[config.mk]
export PLATFORM = sky130hd
export DESIGN_NAME = debounce_edge
export DESIGN_NICKNAME = d
export VERILOG_FILES = /design/src/rtl/debounce_edge.sv
export SDC_FILE = /design/constraint.sdc
export NUM_CORES = 1
export LEC_CHECK = 0
export BUFFER_PORTS_ARGS = -buffer_cell sky130_fd_sc_hd__buf_2
export CAP_MARGIN = 20
export CORE_MARGIN = 4
export CORE_UTILIZATION = 42
export DETAILED_ROUTE_END_ITERATION = 10
export REMOVE_ABC_BUFFERS = 1
export SLEW_MARGIN = 20
export SYNTH_ARGS = -nofsm -noshare
export SYNTH_HDL_FRONTEND = slang
export SYNTH_SLANG_ARGS = --single-unit
[constraint.sdc]
create_clock -name clk -period 3.9 [get_ports clk]
set_input_delay 0.78 -clock clk [delete_from_list [all_inputs] [get_ports clk]]
set_output_delay 0.78 -clock clk [all_outputs]
set_load 0.01 [all_outputs]
[src/rtl/debounce_edge.sv]
// debounce_edge: synchronizes and debounces a raw input,
// producing a clean level plus rise/fall/any-edge/glitch strobes.
module debounce_edge #(
   parameter int unsigned SYNC_STAGES     = 2,
   parameter int unsigned DEBOUNCE_CYCLES = 16,
   parameter bit          INIT_LEVEL      = 1'b0
) (
   input  logic clk,
   input  logic nrst,
   input  logic in,
   output logic out_level,
   output logic rise,
   output logic fall,
   output logic any_edge,
   output logic glitch
);

   localparam int unsigned CW_RAW = $clog2(DEBOUNCE_CYCLES + 1);
   localparam int unsigned CW     = (CW_RAW < 1) ? 1 : CW_RAW;
   localparam int unsigned LAST_I =
      (DEBOUNCE_CYCLES > 0) ? DEBOUNCE_CYCLES - 1 : 0;
   localparam logic [CW-1:0] LAST = CW'(LAST_I);
   localparam logic [CW-1:0] ONE  = CW'(1);

   typedef enum logic [0:0] {
      STABLE = 1'b0,
      CHECK  = 1'b1
   } state_t;

   logic [SYNC_STAGES-1:0] r_sync;
   state_t                 r_state;
   state_t                 w_state_nxt;
   logic [CW-1:0]          r_cnt;
   logic [CW-1:0]          w_cnt_nxt;
   logic                   r_level;
   logic                   w_level_nxt;
   logic                   r_rise;
   logic                   r_fall;
   logic                   r_any;
   logic                   r_glitch;
   logic                   w_glitch_nxt;
   logic                   w_rise_nxt;
   logic                   w_fall_nxt;
   logic                   w_s;
   logic                   w_diff;

   assign w_s    = r_sync[SYNC_STAGES-1];
   assign w_diff = (w_s != r_level);

   // Synchronizer chain bringing the raw input into the clk domain
   always_ff @(posedge clk or negedge nrst) begin
      if (!nrst) begin
         r_sync <= {SYNC_STAGES{INIT_LEVEL}};
      end else begin
         r_sync <= {r_sync[SYNC_STAGES-2:0], in};
      end
   end

   // Next-state, counter and level decision; strobes derive from level change
   always_comb begin
      w_state_nxt  = r_state;
      w_cnt_nxt    = r_cnt;
      w_level_nxt  = r_level;
      w_glitch_nxt = 1'b0;
      if (DEBOUNCE_CYCLES == 0) begin
         w_state_nxt = STABLE;
         w_cnt_nxt   = '0;
         w_level_nxt = w_s;
      end else begin
         unique case (r_state)
            STABLE: begin
               if (w_diff) begin
                  if (DEBOUNCE_CYCLES == 1) begin
                     w_level_nxt = w_s;
                  end else begin
                     w_state_nxt = CHECK;
                     w_cnt_nxt   = ONE;
                  end
               end
            end
            CHECK: begin
               if (w_diff) begin
                  if (r_cnt == LAST) begin
                     w_level_nxt = w_s;
                     w_cnt_nxt   = '0;
                     w_state_nxt = STABLE;
                  end else begin
                     w_cnt_nxt = r_cnt + ONE;
                  end
               end else begin
                  w_cnt_nxt    = '0;
                  w_state_nxt  = STABLE;
                  w_glitch_nxt = 1'b1;
               end
            end
         endcase
      end
      w_rise_nxt = w_level_nxt & ~r_level;
      w_fall_nxt = ~w_level_nxt & r_level;
   end

   // State, counter, level and registered strobes
   always_ff @(posedge clk or negedge nrst) begin
      if (!nrst) begin
         r_state  <= STABLE;
         r_cnt    <= '0;
         r_level  <= INIT_LEVEL;
         r_rise   <= 1'b0;
         r_fall   <= 1'b0;
         r_any    <= 1'b0;
         r_glitch <= 1'b0;
      end else begin
         r_state  <= w_state_nxt;
         r_cnt    <= w_cnt_nxt;
         r_level  <= w_level_nxt;
         r_rise   <= w_rise_nxt;
         r_fall   <= w_fall_nxt;
         r_any    <= w_rise_nxt | w_fall_nxt;
         r_glitch <= w_glitch_nxt;
      end
   end

   assign out_level = r_level;
   assign rise      = r_rise;
   assign fall      = r_fall;
   assign any_edge  = r_any;
   assign glitch    = r_glitch;

endmodule
==> flow_summary.yaml, run 1 <==
run_status:
  status: "finished, final reports clean"
timing:
  slew-limit-headroom_pct: 72.88
  finalHoldViolCount: 0
  rsz0062_at_grt: "no"
  max_freq_mhz: 567.7
  fin_skew_ps: 0.8654
  worstMarginPinSlew_ps: 405.4
  slew_viol_final: 0
  tns_ps: 0
  period_minus_slack_ps: 1761
  finalCritPeriodShare_pct: 45.17
  final-setup-viol-count: 0
logic_synthesis:
  ys_seq_area_share_pct: 59.50
  yosys_most_used_dff: "dfrtp_1"
  yosys-top-cells-area: "dfrtp_1 59%, ha_1 4.6%, mux2_2 4.1%, nand4b_1 3.2%, xnor2_2 3.0%"
  post-synth-top-count-cell: "dfrtp_1"
  synth_top_family_by_area: "simple AND/OR/NAND/NOR gates"
  synth_mux_area_share_pct: 4.119
  synth_cell_type_count: 21
  synth_top_area_cell: "dfrtp_1"
  synth_common_cells: "13 x dfrtp_1, 3 x inv_1"
  synth_enable_flop_cells: 0
  synthAdderAreaFrac_pct: 4.577
  synth_xor_area_share_pct: 4.577
  synth_top_area_share_pct: 59.50
  async_reset_ff_share_pct: 100.0
  synth_compound_area_share_pct: 9.382
  synth-simple-area-share_pct: 15.79
  synth_area_um2: 546.8
  yosys_warnings: 0
  syn-instance-count: 43
  syn_avg_cell_area_um2: 12.72
  synth_seq_cells: 13
placed_design:
  port_buffers: 7
  globalplace.congestion: 0.8193
power_and_ir_drop:
  clockPowerShare_pct: 33.7
  swShare_pct: 23.98
  ir_worst_vdd_mv: 0.1652
  powerDensity_nw_per_um2: 394.9
  p_total_w: 0.0002471
  p_seq_share_pct: 59.1
  p_int_w: 0.0001878
  combPwrFrac_pct: 7.2
  p_leak_nw: 0.3307
  switchingPower_w: 0.00005926
die:
  die_w_um: 44.08
  die_area_um2: 1943
  die_h_um: 44.08
  pin_count: 8
  core_area_um2: 1171
  placementRows: 12
  initial_core_util_pct: 46.69
final_layout:
  diodes: 0
  drive_above_1_share_pct: 24.07
  fillCellCount: 103
  final_nets: 60
  synthToLayoutAreaGrowth_pct: 14.42
clocking:
  cts_made_buffers: 3
  clock_sink_count: 13
  cts.repair.resized: 0
  cts_tree: "done"
  cts_setup_buffers: 0
  insertion_delay_ps: 280
  hold_buffers: 0
  clock_path_buffers: 2
  htreeDepth: 1
  clk_pin_slew_ps: 70
  cts-root-buf: "clkbuf_4"
setup_path:
  path_max_fanout: 5
  crit_chain: "ha_1, and4b_1, nand2_1, mux2_2, ha_1, inv_1"
  required_ps: 4080
  arrival_ps: 1940
  end_kind: "flip-flop"
  path_delay_family: "adder cells"
  crit_type: "reg2reg"
  cpPeakStageDelay_ps: 400
  critPathSlowestCell: "dfrtp_1"
  startpoint_type: "flip-flop"
  cpMostUsedCell: "ha_1"
  critical_path_buf_inv_count: 1
min_path:
  hold_class: "in2async"
drt:
  wl_per_cell_um: 13.78
  route.vias.total: 363
  wl_met3_um: 54
  maxUsedRoutingLayer: "met4"
  routed_via_density: 5.338
  drc: 0
  m1WireLength_um: 449
  first_pass_iters: 4
  drt-total-wl_um: 937
  ant_nets: 0
  met2_length_um: 400
  drt_iter0_markers: 11
grt:
  grt_pass1_wl_mm: 1.483
  grt_max_degree: 14
  track_usage_pct: 11.02
  antenna_found_initial: 0
  overflow: 0
  grt_pass1_vias: 332
run:
  max_cap_violations: 0
==> per-layer routing <==
layer | GRT usage (%) | vias to the layer above
met3 | 2.439 | 5
met1 | 15.17 | 169
li1 | - | 180
met2 | 13.66 | 9
met4 | 10.84 | 0
met5 | 0 | -
==> area by class of cell <==
type	instances	area (um^2)	share of cell area (%)
Multi-Input combinational cell	27	210.2	33.60
Sequential cell	13	325.3	52.00
Inverter	3	11.26	1.800
Tap cell	14	17.52	2.800
Clock buffer	4	26.28	4.200
Timing Repair Buffer	7	35.03	5.600
==> final timing paths <==
kind / endpoint / from / cells after the start / slack (ps)
setup / recovery: any_edge / r_cnt[0] / 6 / 2140
hold / removal: r_cnt[3] / nrst / 1 / 370
setup reg to reg: any_edge / r_cnt[0] / 6 / 2140
hold reg to reg: r_sync[1] / r_sync[0] / 0 / 370
max in group asynchronous: r_sync[0] / nrst / 1 / 3310
min in group clk: r_sync[1] / r_sync[0] / 0 / 370
==> metrics by stage <==
step	setup slack (ps)	hold WS, ps	utilization (%)	std cells	area (um^2)
floorplan	2240	331.2	-	43	546.8
CTS	2139	370.2	53.42	68	625.6
detailed placement	2155	345.7	51.18	64	599.3
finish	2139	365.3	53.42	68	625.6
global placement	2179	343.7	51.18	64	599.3
global route	2043	376.9	53.42	68	625.6
==> worst reg2reg max path: stages (launching register included) <==
cell and delay (ps):
dfrtp_1 400, ha_1 240, and4b_1 240, nand2_1 130, mux2_2 350, ha_1 270
inv_1 30
==> cell usage in the layout (no fill, tap or decap) <==
cell type	Yosys	layout
nor4_1	1	1
ha_1	2	2
o21ai_0	1	1
nand4b_1	2	2
clkbuf_1	0	1
mux2_2	2	2
xnor2_2	1	1
a211o_1	1	1
o21a_1	2	2
buf_2	0	7
and4b_1	1	1
nand3_1	2	2
a311oi_1	1	1
a22o_1	1	1
nand2_1	1	1
nor3_1	2	2
inv_1	3	3
nor4b_1	1	1
a21oi_1	1	1
xor2_1	1	1
nor2_1	2	2
and3_1	2	2
clkbuf_4	0	3
dfrtp_1	13	13
==> registers in the layout (all words and copies together) (netlist names) <==
name and flops:
fall 1, glitch 1, out_level 1, any_edge 1, r_sync 2, rise 1, r_cnt 5, r_state 1
==> logic make-up after synthesis <==
family,Yosys count
AO/OA/AOI/OAI,7
XOR/XNOR,2
adder cells (fa/ha/maj),2
buffers and inverters,3
flip-flops,13
multiplexers,2
AND/OR/NAND/NOR,14
==> power groups by stage <==
stage | Sequential [W] | Combinational [W] | Clock, W
floorplan | 0.000148 | 0.0000110 | 0
global placement | 0.000148 | 0.0000167 | 0
detailed placement | 0.000148 | 0.0000179 | 0
CTS | 0.000146 | 0.0000180 | 0.0000868
global route | 0.000147 | 0.0000198 | 0.0000938
finish | 0.000146 | 0.0000178 | 0.0000833
No activity file was read; power rests on OpenSTA's default activity.
==> run 2: changes to the inputs <==
ABC_AREA = 1   (was default)
clock period = 1.5 ns   (was 3.9 ns; I/O delays follow)
==> run 2 against run 1 <==
Net effect: core utilization increased by 6.6 points; area after synthesis increased by 2.7%; register-to-register slack got worse by 2000 ps; non-clock buffer count increased by 8; first-iteration DRC count decreased by 9.1%; die area increased by 2.3%; largest cell class unchanged; clock-buffer cell count decreased by 1; largest power group unchanged; wire length increased by 10%; maximum frequency increased by 25%; global-route usage increased by 0.70 points; final area increased by 14%; clock skew increased by 3.1 ps.
==> flow_summary.yaml, run 2 <==
logic_synthesis:
  yosys_warnings: 0
  ys_seq_area_share_pct: 57.91
  post-synth-top-count-cell: "nand2_1"
  yosys-top-cells-area: "dfrtp_1 58%, nand2_1 13%, inv_1 6.0%, ha_1 4.5%, nand3_1 4.5%"
  synth_xor_area_share_pct: 1.559
  synth_mux_area_share_pct: 0
  async_reset_ff_share_pct: 100.0
  synthAdderAreaFrac_pct: 4.454
  yosys_most_used_dff: "dfrtp_1"
  synth_common_cells: "19 x nand2_1, 13 x dfrtp_1, 9 x inv_1, 6 x nor2_1, 5 x nand3_1"
  synth_seq_cells: 13
  synth_compound_area_share_pct: 1.782
  synth_top_area_cell: "dfrtp_1"
  synth_top_family_by_area: "simple AND/OR/NAND/NOR gates"
  syn-instance-count: 63
  synth-simple-area-share_pct: 27.62
  synth_cell_type_count: 13
  synth_top_area_share_pct: 57.91
  syn_avg_cell_area_um2: 8.917
  synth_area_um2: 561.8
  synth_enable_flop_cells: 0
final_layout:
  final_cell_area_um2: 711.9
  final_cell_mix: "19 x nand2_1, 13 x dfrtp_1, 9 x inv_1"
  final_util_pct: 60.02
  fillCellCount: 110
  largest_register_ffs: 5
  synthToLayoutAreaGrowth_pct: 26.73
  reg.largest.list: "r_cnt x5, r_sync x2"
  regArea_um2: 325.3
  multi_input_area_um2: 206.4
  drive_above_1_share_pct: 29.27
  final_nets: 88
  largest_register: "r_cnt"
  diodes: 0
  final_common_cell: "nand2_1"
timing:
  fin_skew_ps: 3.972
  worst_slack_ps: 91.54
  final-setup-viol-count: 0
  finalCritPeriodShare_pct: 93.90
  slew-limit-headroom_pct: 81.57
  tns_ps: 0
  period_minus_slack_ps: 1408
  worstMarginPinSlew_ps: 276.5
  max_freq_mhz: 710.0
  slew_viol_final: 0
  finalHoldViolCount: 0
drt:
  route.vias.total: 462
  drt-total-wl_mm: 1.032
  routed_via_density: 4.813
  drc: 0
  first_pass_iters: 4
  drt_iter0_markers: 10
  ant_nets: 0
  wl_per_cell_um: 10.75
placed_design:
  place_ws_ps: 47.14
  place_hpwl_um: 714.7
  port_buffers: 7
  globalplace.congestion: 0.7203
  dpl_cell_area_um2: 629.4
die:
  die_w_um: 44.58
  die_area_um2: 1987
  core_area_um2: 1186
  die_h_um: 44.58
  placementRows: 12
  initial_core_util_pct: 47.36
  pin_count: 8
power_and_ir_drop:
  p_leak_nw: 0.4100
  ir_worst_vdd_mv: 0.4932
  powerDensity_nw_per_um2: 944.4
  p_total_w: 0.0006724
clocking:
  cts-root-buf: "clkbuf_4"
  insertion_delay_ps: 280
  cts_tree: "done"
  clk_pin_slew_ps: 90
  clock_path_buffers: 2
  cts_made_buffers: 3
  clock_sink_count: 13
  htreeDepth: 1
setup_path:
  path_delay_family: "adder cells"
  critPathSlowestCell: "dfrtp_1"
  crit_chain: "ha_2, nand3_2, nor2_2, nand3_1, nand2_1, inv_1, ha_1, inv_1"
  end_kind: "flip-flop"
  critical_path_buf_inv_count: 2
  required_ps: 1680
  arrival_ps: 1590
  cpMostUsedCell: "inv_1"
  path_max_fanout: 3
  startpoint_type: "flip-flop"
  cpPeakStageDelay_ps: 370
  crit_type: "reg2reg"
grt:
  grt_pass1_wl_mm: 1.669
  grt_pass1_vias: 413
  overflow: 0
  antenna_found_initial: 0
  track_usage_pct: 11.72
  grt_max_degree: 14
run:
  max_cap_violations: 0
run_status:
  status: "finished, final reports clean"
min_path:
  hold_class: "in2reg"
-- run 2: worst paths after layout --
path / startpoint / to / slack [ps] / cells past startpoint
min reg2reg: r_sync[0] / r_sync[1] / 360 / 0
min: in / r_sync[0] / 120 / 1
max: r_cnt[1] / any_edge / 90 / 8
max in group asynchronous: nrst / r_cnt[1] / 850 / 2
max reg2reg: r_cnt[1] / any_edge / 90 / 8
min in group asynchronous: nrst / fall / 430 / 2
-- run 2: logic make-up after synthesis --
kind of cell	count (synthesis)
xor+xnor	1
simple gates	35
buf+inv	10
flops	13
compound gates	2
fa+ha+maj	2
-- run 2: worst register-to-register path: stages, from the launching register on --
cell and delay, ps:
dfrtp_1 370, ha_2 210, nand3_2 90, nor2_2 140
nand3_1 80, nand2_1 90, inv_1 40, ha_1 260
inv_1 30
-- run 2: layout make-up --
type / count / area share, %
Sequential cell: 13 / 45.69
Multi-Input combinational cell: 40 / 29.00
Timing Repair Buffer: 15 / 13.71
Inverter: 10 / 5.272
Clock buffer: 3 / 3.163
Tap cell: 14 / 2.460
Clock inverter: 1 / 0.7030
-- run 2: repair_timing --
item                       4_1_cts  5_1_grt
buffers inserted                 0        5
hold endpoints to repair        13        0
hold buffers                     1        0
setup endpoints to repair        0        2
gates resized for setup          0        2
-- run 2: power by group --
part           switching (W)  internal, W  total (W)
logic              0.0000372    0.0000367  0.0000740
clock network       0.000121    0.0000988   0.000220
registers          0.0000134     0.000365   0.000378
total               0.000172     0.000500   0.000672
-- run 2: per-stage QoR --
stage / std cells / hold slack [ps]
final: 96 / 120.6
after global routing: 96 / 108.1
after CTS: 91 / 115.2
after detailed placement: 86 / 198.2
after global placement: 86 / 198.2
after floorplan: 63 / 4.409
-- run 2: metal layers --
layer	vias up	share of wire, %	track usage, %
li1	235	-	-
met1	207	47	15.04
met2	18	45	17.77
met3	2	6.9	4.878
met4	0	0.78	3.614
met5	-	0	0
==> run 3: changes to the inputs <==
CORE_ASPECT_RATIO = 1.2   (was default)
CORE_UTILIZATION = 31   (was 42)
==> run 3 against run 2 <==
Net effect: clock skew increased by 3.6 ps; cell count increased by 1.0%; critical endpoint unchanged; maximum frequency fell by 4.3%; critical path depth unchanged; highest routed layer unchanged; core utilization is 19 points lower; power shrank 3.7%; setup slack worse by 63 ps.
==> flow_summary.yaml, run 3 (same netlist as run 2, synthesis figures left out) <==
setup_path:
  startpoint_type: "flip-flop"
  crit_type: "reg2reg"
  crit_chain: "ha_2, nand3_2, nor2_2, nand3_1, nand2_1, inv_1, ha_1, inv_1"
  startpoint: "r_cnt[1]"
  path_max_fanout: 4
  cpMostUsedCell: "inv_1"
  critPathSlowestCell: "dfrtp_1"
  critical_path_buf_inv_count: 2
  cpPeakStageDelay_ps: 400
  end_kind: "flip-flop"
  required_ps: 1680
  arrival_ps: 1650
  r2r-start: "r_cnt[1]"
  path_delay_family: "adder cells"
final_layout:
  largest_register: "r_cnt"
  final_cell_mix: "19 x nand2_1, 13 x dfrtp_1, 9 x inv_1"
  largest_register_ffs: 5
  final_cell_area_um2: 694.4
  reg.largest.list: "r_cnt x5, r_sync x2"
  final_common_cell: "nand2_1"
  drive_above_1_share_pct: 26.58
  synthToLayoutAreaGrowth_pct: 23.61
  instances_no_fill: 97
  final_nets: 85
  diodes: 0
drt:
  route.vias.total: 431
  drc: 0
  first_pass_iters: 2
  routed_via_density: 4.443
  ant_nets: 0
  drt_iter0_markers: 3
  wl_per_cell_um: 9.619
  drt-total-wl_um: 933
timing:
  fin_skew_ps: 7.569
  worst_slack_ps: 28.60
  slew-limit-headroom_pct: 80.86
  worstMarginPinSlew_ps: 287.1
  rsz0062_at_grt: "yes"
  period_minus_slack_ps: 1471
  slew_viol_final: 0
  final-setup-viol-count: 0
  finalCritPeriodShare_pct: 98.09
  finalHoldViolCount: 0
  max_freq_mhz: 679.6
  hold_ws_ps: 124.6
grt:
  antenna_found_initial: 0
  grt_max_degree: 14
  grt_pass1_wl_mm: 1.669
  overflow: 0
  grt_pass1_vias: 418
  track_usage_pct: 9.365
placed_design:
  port_buffers: 7
  globalplace.congestion: 0.7274
  place_ws_ps: 31.66
  place_hpwl_um: 736
  dpl_cell_area_um2: 634.4
  dpl.cell_count: 90
run_status:
  status: "finished, final reports clean"
clocking:
  cts-root-buf: "clkbuf_4"
  cts_tree: "done"
  clock_sink_count: 13
  clk_pin_slew_ps: 80
  cts_made_buffers: 3
  insertion_delay_ps: 280
  clock_path_buffers: 2
  htreeDepth: 1
die:
  core_area_um2: 1682
  die_area_um2: 2560
  die_w_um: 46.86
  initial_core_util_pct: 33.41
  placementRows: 16
  die_h_um: 54.64
  pin_count: 8
run:
  max_cap_violations: 0
power_and_ir_drop:
  p_total_w: 0.0006477
  ir_worst_vdd_mv: 0.4221
  powerDensity_nw_per_um2: 932.7
  p_leak_nw: 0.3942
min_path:
  hold_class: "in2reg"
  holdCritStartpoint: "in"
-- run 3: cell types whose count changed in the layout (fill, tap and decap cells not counted), sizes merged --
cell  previous run  this run
buf             14        11
-- run 3: path summary, 6_finish.rpt --
path	slack, ps	endpoint	cells after the start
setup / recovery	30	any_edge	8
hold / removal	120	r_sync[0]	1
setup reg to reg	30	any_edge	8
hold reg to reg	350	r_sync[1]	0
max in group asynchronous	840	r_cnt[4]	2
min in group asynchronous	430	out_level	2
-- run 3: where the power goes --
group,leakage [nW],internal [W],switching [W],total [W]
registers,0.170,0.000365,0.0000141,0.000379
clock network,0.0177,0.0000988,0.000112,0.000211
logic,0.206,0.0000257,0.0000319,0.0000576
total,0.394,0.000489,0.000158,0.000648
-- run 3: layer usage --
metal	wire, um	GRT usage, %	vias to the layer above
met2	494	15.38	6
met3	38	1.974	2
met4	10	5.530	0
li1	-	-	227
met1	391	10.98	196
met5	0	0	-
-- run 3: area by class of cell --
| cell class | count | area, um^2 |
|---|---|---|
| sequential | 13 | 325.3 |
| clock inverter | 1 | 5.005 |
| timing repair buffer | 12 | 75.07 |
| multi-input combinational | 40 | 206.4 |
| fill | 181 | 987.2 |
| clock buffer | 3 | 22.52 |
| tap | 18 | 22.52 |
| inverter | 10 | 37.54 |
-- run 3: timing repair --
item                                    CTS  global route
endpoints found under the setup margin    0             1
hold buffers                              1             0
endpoints found under the hold margin    13             0
buffers inserted                          0             2
resized for setup                         0             2
-- run 3: stage by stage --
stage / util (%) / TNS (ps)
global route: 41.29 / -91.37
detailed placement: 37.72 / 0
CTS: 39.96 / 0
finish: 41.29 / 0
global placement: 37.72 / 0
floorplan: - / 0
